<file path="src/rtl/msk_gf2n_pkg.sv">
// Shared constants and elaboration helpers for the masked GF(2^N) multiplier gadgets.
package msk_gf2n_pkg;

  localparam logic [3:0] POLY_GF16  = 4'h3;
  localparam logic [7:0] POLY_GF256 = 8'h1B;

  typedef enum logic {
    STG_EMPTY = 1'b0,
    STG_FULL  = 1'b1
  } stage_e;

  function automatic int unsigned hpc3_rnd_bits(input int unsigned d, input int unsigned N);
    return d * (d - 1) * N;
  endfunction

  // Index of the unordered share pair {i,j}; symmetric in i and j.
  function automatic int unsigned pair_index(input int unsigned i, input int unsigned j,
                                             input int unsigned d);
    int unsigned lo;
    int unsigned hi;
    lo = (i < j) ? i : j;
    hi = (i < j) ? j : i;
    return lo * d - lo * (lo + 1) / 2 + (hi - 1 - lo);
  endfunction

endpackage

</file>
<file path="src/rtl/msk_gf2n_mul_comb.sv">
// Combinational GF(2^N) polynomial-basis multiplier, reduction x^N + POLY.
module msk_gf2n_mul_comb
  import msk_gf2n_pkg::*;
#(
  parameter int unsigned  N    = 4,
  parameter logic [N-1:0] POLY = N'(POLY_GF16)
) (
  input  logic [N-1:0] i_x,
  input  logic [N-1:0] i_y,
  output logic [N-1:0] o_p
);

  logic [N-1:0] w_acc;

  // Horner scan from the MSB of y: shift-and-reduce, then conditionally add x.
  always_comb begin
    w_acc = '0;
    for (int unsigned k = 0; k < N; k++) begin
      w_acc = {w_acc[N-2:0], 1'b0} ^ (w_acc[N-1] ? POLY : '0);
      if (i_y[N-1-k]) begin
        w_acc = w_acc ^ i_x;
      end
    end
  end

  assign o_p = w_acc;

endmodule

</file>
<file path="src/rtl/msk_gf2n_mul_hpc3_pipe.sv">
// HPC3 masked GF(2^N) multiplier, one register stage with valid/ready handshake.
// Optional idle flush of share registers: define MSKG2N_MUL_FLUSH_EN.
module msk_gf2n_mul_hpc3_pipe
  import msk_gf2n_pkg::*;
#(
  parameter int unsigned  d    = 2,
  parameter int unsigned  N    = 4,
  parameter logic [N-1:0] POLY = (N == 8) ? N'(POLY_GF256) : N'(POLY_GF16)
) (
  input  logic                           clk,
  input  logic                           rst_n,
  input  logic                           in_valid,
  output logic                           in_ready,
  input  logic [N*d-1:0]                 ina,
  input  logic [N*d-1:0]                 inb,
  input  logic [hpc3_rnd_bits(d,N)-1:0]  rnd,
  output logic                           out_valid,
  input  logic                           out_ready,
  output logic [N*d-1:0]                 out
);

  localparam int unsigned NP = d * (d - 1) / 2;
  localparam int unsigned NQ = d * (d - 1);

  if (!(N == 4 || N == 8)) begin : g_bad_n
    $error("msk_gf2n_mul_hpc3_pipe: N must be 4 or 8");
  end
  if (d < 2) begin : g_bad_d
    $error("msk_gf2n_mul_hpc3_pipe: d must be at least 2");
  end

  stage_e       r_state;
  stage_e       w_state_nxt;
  logic         w_fire;

  logic [N-1:0] w_a      [d];
  logic [N-1:0] w_b      [d];
  logic [N-1:0] w_r0     [NP];
  logic [N-1:0] w_r1     [NP];
  logic [N-1:0] w_u_nxt  [NQ];
  logic [N-1:0] w_bm_nxt [NQ];
  logic [N-1:0] w_v      [NQ];
  logic [N-1:0] w_sh_out [d];

  logic [N-1:0] r_a  [d];
  logic [N-1:0] r_u  [NQ];
  logic [N-1:0] r_bm [NQ];

  assign w_fire = in_valid & in_ready;

  always_ff @(posedge clk or negedge rst_n) begin
    if (!rst_n) begin
      r_state <= STG_EMPTY;
    end else begin
      r_state <= w_state_nxt;
    end
  end

  always_comb begin
    w_state_nxt = r_state;
    if (w_fire) begin
      w_state_nxt = STG_FULL;
    end else if (r_state == STG_FULL && out_ready) begin
      w_state_nxt = STG_EMPTY;
    end
  end

  always_comb begin
    out_valid = (r_state == STG_FULL);
    in_ready  = out_ready | (r_state != STG_FULL);
  end

  // Unpack bit-interleaved sharings and split rnd into r0/r1 halves.
  always_comb begin
    w_a  = '{default: '0};
    w_b  = '{default: '0};
    w_r0 = '{default: '0};
    w_r1 = '{default: '0};
    for (int unsigned i = 0; i < d; i++) begin
      for (int unsigned k = 0; k < N; k++) begin
        w_a[i][k] = ina[k*d + i];
        w_b[i][k] = inb[k*d + i];
      end
    end
    for (int unsigned p = 0; p < NP; p++) begin
      w_r0[p] = rnd[N*p +: N];
      w_r1[p] = rnd[N*(NP + p) +: N];
    end
  end

  for (genvar gi = 0; gi < d; gi++) begin : g_sh
    for (genvar gj2 = 0; gj2 < d - 1; gj2++) begin : g_pr
      localparam int unsigned J = (gj2 < gi) ? gj2 : gj2 + 1;
      localparam int unsigned P = pair_index(gi, J, d);
      localparam int unsigned Q = gi * (d - 1) + gj2;

      logic [N-1:0] w_uy;
      logic [N-1:0] w_uprod;

      // The first partner of each share also carries the a_i*b_i cross term.
      if (gj2 == 0) begin : g_first
        assign w_uy = w_b[gi] ^ w_r0[P];
      end else begin : g_rest
        assign w_uy = w_r0[P];
      end

      msk_gf2n_mul_comb #(.N(N), .POLY(POLY)) u_mul_u (
        .i_x (w_a[gi]),
        .i_y (w_uy),
        .o_p (w_uprod)
      );

      assign w_u_nxt[Q]  = w_uprod ^ w_r1[P];
      assign w_bm_nxt[Q] = w_b[J] ^ w_r0[P];

      msk_gf2n_mul_comb #(.N(N), .POLY(POLY)) u_mul_v (
        .i_x (r_a[gi]),
        .i_y (r_bm[Q]),
        .o_p (w_v[Q])
      );
    end
  end

`ifdef MSKG2N_MUL_FLUSH_EN
  logic w_drain;
  assign w_drain = (r_state == STG_FULL) & out_ready & ~w_fire;
`endif

  always_ff @(posedge clk or negedge rst_n) begin
    if (!rst_n) begin
      for (int unsigned i = 0; i < d; i++) r_a[i] <= '0;
      for (int unsigned q = 0; q < NQ; q++) begin
        r_u[q]  <= '0;
        r_bm[q] <= '0;
      end
    end else if (w_fire) begin
      for (int unsigned i = 0; i < d; i++) r_a[i] <= w_a[i];
      for (int unsigned q = 0; q < NQ; q++) begin
        r_u[q]  <= w_u_nxt[q];
        r_bm[q] <= w_bm_nxt[q];
      end
`ifdef MSKG2N_MUL_FLUSH_EN
    end else if (w_drain) begin
      for (int unsigned i = 0; i < d; i++) r_a[i] <= '0;
      for (int unsigned q = 0; q < NQ; q++) begin
        r_u[q]  <= '0;
        r_bm[q] <= '0;
      end
`endif
    end
  end

  always_comb begin
    w_sh_out = '{default: '0};
    out      = '0;
    for (int unsigned i = 0; i < d; i++) begin
      for (int unsigned j2 = 0; j2 < d - 1; j2++) begin
        w_sh_out[i] = w_sh_out[i] ^ r_u[i*(d-1) + j2] ^ w_v[i*(d-1) + j2];
      end
      for (int unsigned k = 0; k < N; k++) begin
        out[k*d + i] = w_sh_out[i][k];
      end
    end
  end

endmodule

</file>
<file path="config.mk">
export PLATFORM = sky130hd
export DESIGN_NAME = msk_gf2n_mul_hpc3_pipe
export DESIGN_NICKNAME = d
export VERILOG_FILES = /design/src/rtl/msk_gf2n_pkg.sv /design/src/rtl/msk_gf2n_mul_comb.sv /design/src/rtl/msk_gf2n_mul_hpc3_pipe.sv
export SDC_FILE = /design/constraint.sdc
export NUM_CORES = 1
export LEC_CHECK = 0
export CELL_PAD_IN_SITES_DETAIL_PLACEMENT = 1
export CELL_PAD_IN_SITES_GLOBAL_PLACEMENT = 1
export CORE_UTILIZATION = 36
export DETAILED_ROUTE_END_ITERATION = 12
export PLACE_DENSITY_LB_ADDON = 0.1
export REMOVE_ABC_BUFFERS = 1
export SETUP_SLACK_MARGIN = 0.1
export SLEW_MARGIN = 20
export SYNTH_ARGS = -nofsm -noshare
export SYNTH_HDL_FRONTEND = slang
export SYNTH_SLANG_ARGS = --single-unit
</file>
<file path="constraint.sdc">
create_clock -name clk -period 1.6 [get_ports clk]
set_clock_uncertainty 0.15 [all_clocks]
set_input_delay 0.32 -clock clk [delete_from_list [all_inputs] [get_ports clk]]
set_output_delay 0.32 -clock clk [all_outputs]
set_load 0.01 [all_outputs]
</file>
Word level (Yosys, flattened, before mapping)
Cells that the tools add are included.
{"block": "word_totals", "regBits": 25, "inputBits": 28}
{"block": "op_classes", "mux": 30, "bitwise_logic": 33, "reduce_logical": 2}
{"cell": "4-bit XOR", "n": 30}
{"cell": "4-bit 2-to-1 mux", "n": 16}
{"cell": "2-bit 2-to-1 mux", "n": 12}
{"cell": "1-bit 2-to-1 mux", "n": 2}
{"cell": "2-bit nonzero test", "n": 1}
{"cell": "1-bit bitwise AND", "n": 1}
{"cell": "1-bit logical AND", "n": 1}
{"cell": "1-bit inverter", "n": 1}
{"cell": "1-bit bitwise OR", "n": 1}

Logic depth before layout (Yosys ltp)
{"block": "depth", "word_depth": 15, "depth_mapped": 6}

By module
A second synthesis with hierarchy kept.
{"block": "unflattened", "hier_cells": 186, "hier_area_um2": 2104.5}
{"module": "msk_gf2n_mul_hpc3_pipe", "n_inst": 1, "cells_each": 78, "area_per_inst_um2": 1253.7, "seq_area_each_um2": 625.6}
{"module": "msk_gf2n_mul_comb", "n_inst": 4, "cells_each": 27, "area_per_inst_um2": 212.7, "seq_area_each_um2": 0.0}

Worst setup path before layout
Ideal clock, no wire load.
{"block": "synth_timing", "path_kind": "in2reg", "start": "in ina[7]", "end": "reg r_u[1] (netlist bit)", "arrival_time_ns": 1.517, "slack_ns": -0.149, "path_stages": 5, "cell_sequence": "buf_1 -> nand2_1 -> xnor3_1 -> xnor3_1 -> o21ai_0"}
{"block": "synth_via", "elab_chain_cells": 10, "elab_cells_between_ends": 11, "classes_between": "5 x mux; 6 x bitwise"}
{"element": "start, declared", "line_no": "msk_gf2n_mul_hpc3_pipe.sv:14", "rtl": "input logic [N*d-1:0] ina,"}
{"element": "4-bit XOR", "line_no": "msk_gf2n_mul_comb.sv:21", "rtl": "w_acc = w_acc ^ i_x;"}
{"element": "4-bit 2-to-1 mux", "line_no": "msk_gf2n_mul_comb.sv:20", "rtl": "if (i_y[N-1-k]) begin"}
{"element": "2-bit 2-to-1 mux", "line_no": "msk_gf2n_mul_comb.sv:19", "rtl": "w_acc = {w_acc[N-2:0], 1'b0} ^ (w_acc[N-1] ? POLY : '0);"}
{"element": "4-bit XOR", "line_no": "msk_gf2n_mul_comb.sv:19"}
{"element": "4-bit XOR", "line_no": "msk_gf2n_mul_comb.sv:21"}
{"element": "4-bit 2-to-1 mux (*)", "line_no": "msk_gf2n_mul_comb.sv:20"}
{"element": "4-bit XOR (*)", "line_no": "msk_gf2n_mul_comb.sv:19"}
{"element": "4-bit XOR", "line_no": "msk_gf2n_mul_comb.sv:21"}
{"element": "4-bit 2-to-1 mux (*)", "line_no": "msk_gf2n_mul_comb.sv:20"}
{"element": "4-bit XOR (*)", "line_no": "msk_gf2n_mul_hpc3_pipe.sv:113", "rtl": "assign w_u_nxt[Q] = w_uprod ^ w_r1[P];"}
{"element": "end signal, assigned by index", "line_no": "msk_gf2n_mul_hpc3_pipe.sv:139", "rtl": "r_u[q] <= w_u_nxt[q];"}
{"element": "end, declared", "line_no": "msk_gf2n_mul_hpc3_pipe.sv:46", "rtl": "logic [N-1:0] r_u [NQ];"}
Mark *: on every way between the ends. The rest lies on a longest branch, timed or not.
A chain may end at the register's enable or synchronous reset.

Final worst setup path
{"block": "layout_timing", "start": "reg r_a[2] (netlist bit)", "end": "out out[3]"}
{"block": "layout_via", "elab_chain_cells": 12, "elab_cells_between_ends": 13, "classes_between": "6 x mux; 7 x bitwise"}
{"element": "start, declared", "line_no": "msk_gf2n_mul_hpc3_pipe.sv:45", "rtl": "logic [N-1:0] r_a [d];"}
{"element": "4-bit 2-to-1 mux", "line_no": "msk_gf2n_mul_comb.sv:20"}
{"element": "4-bit XOR", "line_no": "msk_gf2n_mul_comb.sv:19"}
{"element": "4-bit XOR", "line_no": "msk_gf2n_mul_comb.sv:21"}
{"element": "4-bit 2-to-1 mux (*)", "line_no": "msk_gf2n_mul_comb.sv:20"}
{"element": "2-bit 2-to-1 mux", "line_no": "msk_gf2n_mul_comb.sv:19"}
{"element": "4-bit XOR (*)", "line_no": "msk_gf2n_mul_comb.sv:19"}
{"element": "4-bit XOR", "line_no": "msk_gf2n_mul_comb.sv:21"}
{"element": "4-bit 2-to-1 mux (*)", "line_no": "msk_gf2n_mul_comb.sv:20"}
{"element": "4-bit XOR (*)", "line_no": "msk_gf2n_mul_comb.sv:19"}
{"element": "4-bit XOR", "line_no": "msk_gf2n_mul_comb.sv:21"}
{"element": "4-bit 2-to-1 mux (*)", "line_no": "msk_gf2n_mul_comb.sv:20"}
{"element": "4-bit XOR (*)", "line_no": "msk_gf2n_mul_hpc3_pipe.sv:158", "rtl": "w_sh_out[i] = w_sh_out[i] ^ r_u[i*(d-1) + j2] ^ w_v[i*(d-1) + j2];"}
{"element": "end, declared", "line_no": "msk_gf2n_mul_hpc3_pipe.sv:19", "rtl": "output logic [N*d-1:0] out"}
Marked as above.

==> results.cfg <==
[outcome]
status = complete, but fails checks
violations = setup timing

[setup_path]
startpoint_type = register
r2r_slack_ns = 0.15
cp_common_cell = xnor2_2
path_class = register to primary output
cp-end-kind = primary output
reg2reg_to = r_u[1]$_DFFE_PN0P_
critical-path-max-stage-delay_ns = 0.42
crit_path_start = r_a[2]$_DFFE_PN0P_
cp_data_arrival_time_ns = 1.83
worst_path_max_delay_cell = dfrtp_1
crit_required_ns = 1.13
reg2reg_from = out_valid$_DFFE_PN0P_
cp-endpoint = out[3]
critPathMaxFanout = 2
reg2regPathDepth = 5
crit_chain = nand2_2 -> xor2_2 -> xnor2_2 -> xnor2_2 -> xnor2_2 -> buf_2

[detailed_routing]
wl_met3_um = 480
drt-total-wl_mm = 10.9
firstDrtPassIters = 4
drt-wirelength-per-cell_um = 24.3
wl_met1_mm = 4.18
num_vias = 2536
drc = 0
top_layer_used = met4
drt_iter0_drc = 110
routed_via_density = 5.64
wl_met2_mm = 5.72
drtAntennaViolNets = 0

[synth]
synthAdderAreaFrac_pct = 0
synth_warnings = 0
syn_inst = 249
synth_ff_type = dfrtp_1
yosysSeqAreaShare_pct = 29.7
synth_mux_area_share_pct = 2.49
synth-edff-count = 0
synthDistinctLibCells = 37
synth_top_family_by_area = XOR/XNOR gates
synth-simple-area-share_pct = 20.5
synth_seq_cells = 25
synth_compound_area_share_pct = 12.5
synth_area_um2 = 2110
synth_xor_area_share_pct = 32.7
async_flop_share_pct = 100
syn_area_per_cell_um2 = 8.47

[clock_network]
postCtsHoldBufs = 0
cts_buffers = 3
clock-sinks = 25
cts_tree = built
htreeDepth = 1
clk-insertion-delay-late_ns = 0.29
path_clk_slew_ns = 0.11
cts_root_buf = clkbuf_8
clockBufferDepth = 2

[placed_design]
dp_hpwl_mm = 4.87
gp_congestion = 0.817
io_buffers = 37
place_inst = 415
dp_slack_ns = -0.804
dpl_cell_area_um2 = 3050

[floorplan]
rows = 27
core-area_um2 = 5570
start_util_pct = 37.8
fp.dieH_um = 78.5
pin_count = 38
die_x_um = 78.5
die_area_um2 = 6170

[sta]
fin_setup_tns_ns = -4.61
setup_ws_ns = -0.703
rsz0062_at_grt = yes
finalSetupViolations = 13
min_period_ns = 2.30
slew_headroom_pct = 76.3
fmax_mhz = 434
worst_pin_slew_ns = 0.355
min_period_over_period_pct = 144
holdWs_ns = 0.241
slew_viol_final = 0
hold_violations = 0

[finish]
areaGrowthSynthToFinish_pct = 81.9
post-route-cell-area_um2 = 3830
n_fill_cell = 616
drive_gt1_share_pct = 53.2
num_antenna_cells = 0
final_common_cell = buf_4
final_cell_mix = buf_4, nand2_1, xnor2_1
final_nets = 407
final_cells = 450

[global_route]
grt_pass1_wl_mm = 13.6
grt_max_degree = 41
grt_overflow = 0
grt_pass1_vias = 2671
grt_use_total_pct = 29.6
grt_antenna_before_repair = 0

[pwr]
p_per_area_nw_per_um2 = 975
p_sw_w = 0.00157
combPwrFrac_pct = 63.7
power_frac_seq_pct = 24.9
p_leak_nw = 1.81
ir_drop_uv = 611
switching_share_pct = 42.0
clock_power_share_pct = 11.4
p_int_w = 0.00217

[job]
max-cap-violations = 0

[worst_hold_path]
hold_path_class = input pin to async pin
[repair_timing]
action	4_1_cts	5_1_grt
endpoints found under the setup margin	21	22
gates resized for setup	163	70
gates cloned	0	1
setup buffers	26	6
pin swaps	53	44
[sequential cells by signal, indices dropped and copies added, names as in the netlist]
signal     cells
r_a            8
r_bm           8
out_valid      1
r_u            8
[power groups by stage]
stage	sequential [W]	combinational, W	clock, W
final	0.000929	0.00238	0.000427
after global routing	0.000936	0.00248	0.000438
after CTS	0.000886	0.00191	0.000407
after detailed placement	0.000901	0.00183	0
after global placement	0.000895	0.00178	0
after floorplan	0.000872	0.000947	0
[cell usage after synthesis (all sizes together) (3+ instances only)]
cell,number,area share (%)
nand2,74,13
xor2,17,7.4
dfrtp,25,30
nor2,11,2.0
a211o,3,1.3
clkbuf,6,1.1
xnor3,7,7.5
inv,4,0.71
o211ai,5,1.8
mux2i,3,1.4
xnor2,40,17
o21ai,19,4.5
nand2b,6,1.8
[critical path, delay by kind of cell (launching register included)]
family,cells,cell delay [ns]
xor+xnor,4,0.82
flops,1,0.42
buf+inv,1,0.19
simple gates,1,0.11
[layout make-up]
class	count	area, µm²	area share (%)
well taps	72	90.1	2.35
repair buffers	133	1120	29.3
clock inverters	1	5.00	0.131
multi-input cells	212	1920	50.2
inverters	4	15.0	0.392
flip-flops and latches	25	634	16.5
clock buffers	3	41.3	1.08
[metal layers]
| layer | vias up | track usage, % |
|---|---|---|
| met2 | 109 | 54.3 |
| met3 | 44 | 3.95 |
| met4 | 0 | 14.4 |
| li1 | 1086 | - |
| met5 | - | 0 |
| met1 | 1297 | 33.2 |
[cell families (layout without fill, tap and decap cells)]
kind of cell,after synthesis,after routing
AOI/OAI and AO/OA,40,40
DFF,25,25
and+or+nand+nor,102,102
xor gates and xnor gates,65,65
muxes,5,5
buffers and inverters,12,141
[stage by stage]
step / total power [W] / utilization, %
global placement: 0.00268 / 54.7
global route: 0.00386 / 68.8
floorplan: 0.00182 / -
finish: 0.00374 / 68.8
detailed placement: 0.00273 / 54.7
CTS: 0.00321 / 62.6
[worst min path at each step]
stage	cells past startpoint	start	endpoint
5_1_grt	2	rst_n	r_u[4]$_DFFE_PN0P_
4_1_cts	2	rst_n	r_u[7]$_DFFE_PN0P_
3_5_place_dp	2	r_u[0]$_DFFE_PN0P_	r_u[0]$_DFFE_PN0P_
6_report	2	rst_n	r_bm[1]$_DFFE_PN0P_
3_3_place_gp	2	r_u[0]$_DFFE_PN0P_	r_u[0]$_DFFE_PN0P_
2_1_floorplan	0	rst_n	out_valid$_DFFE_PN0P_
Power figures use the tool's default switching activity.
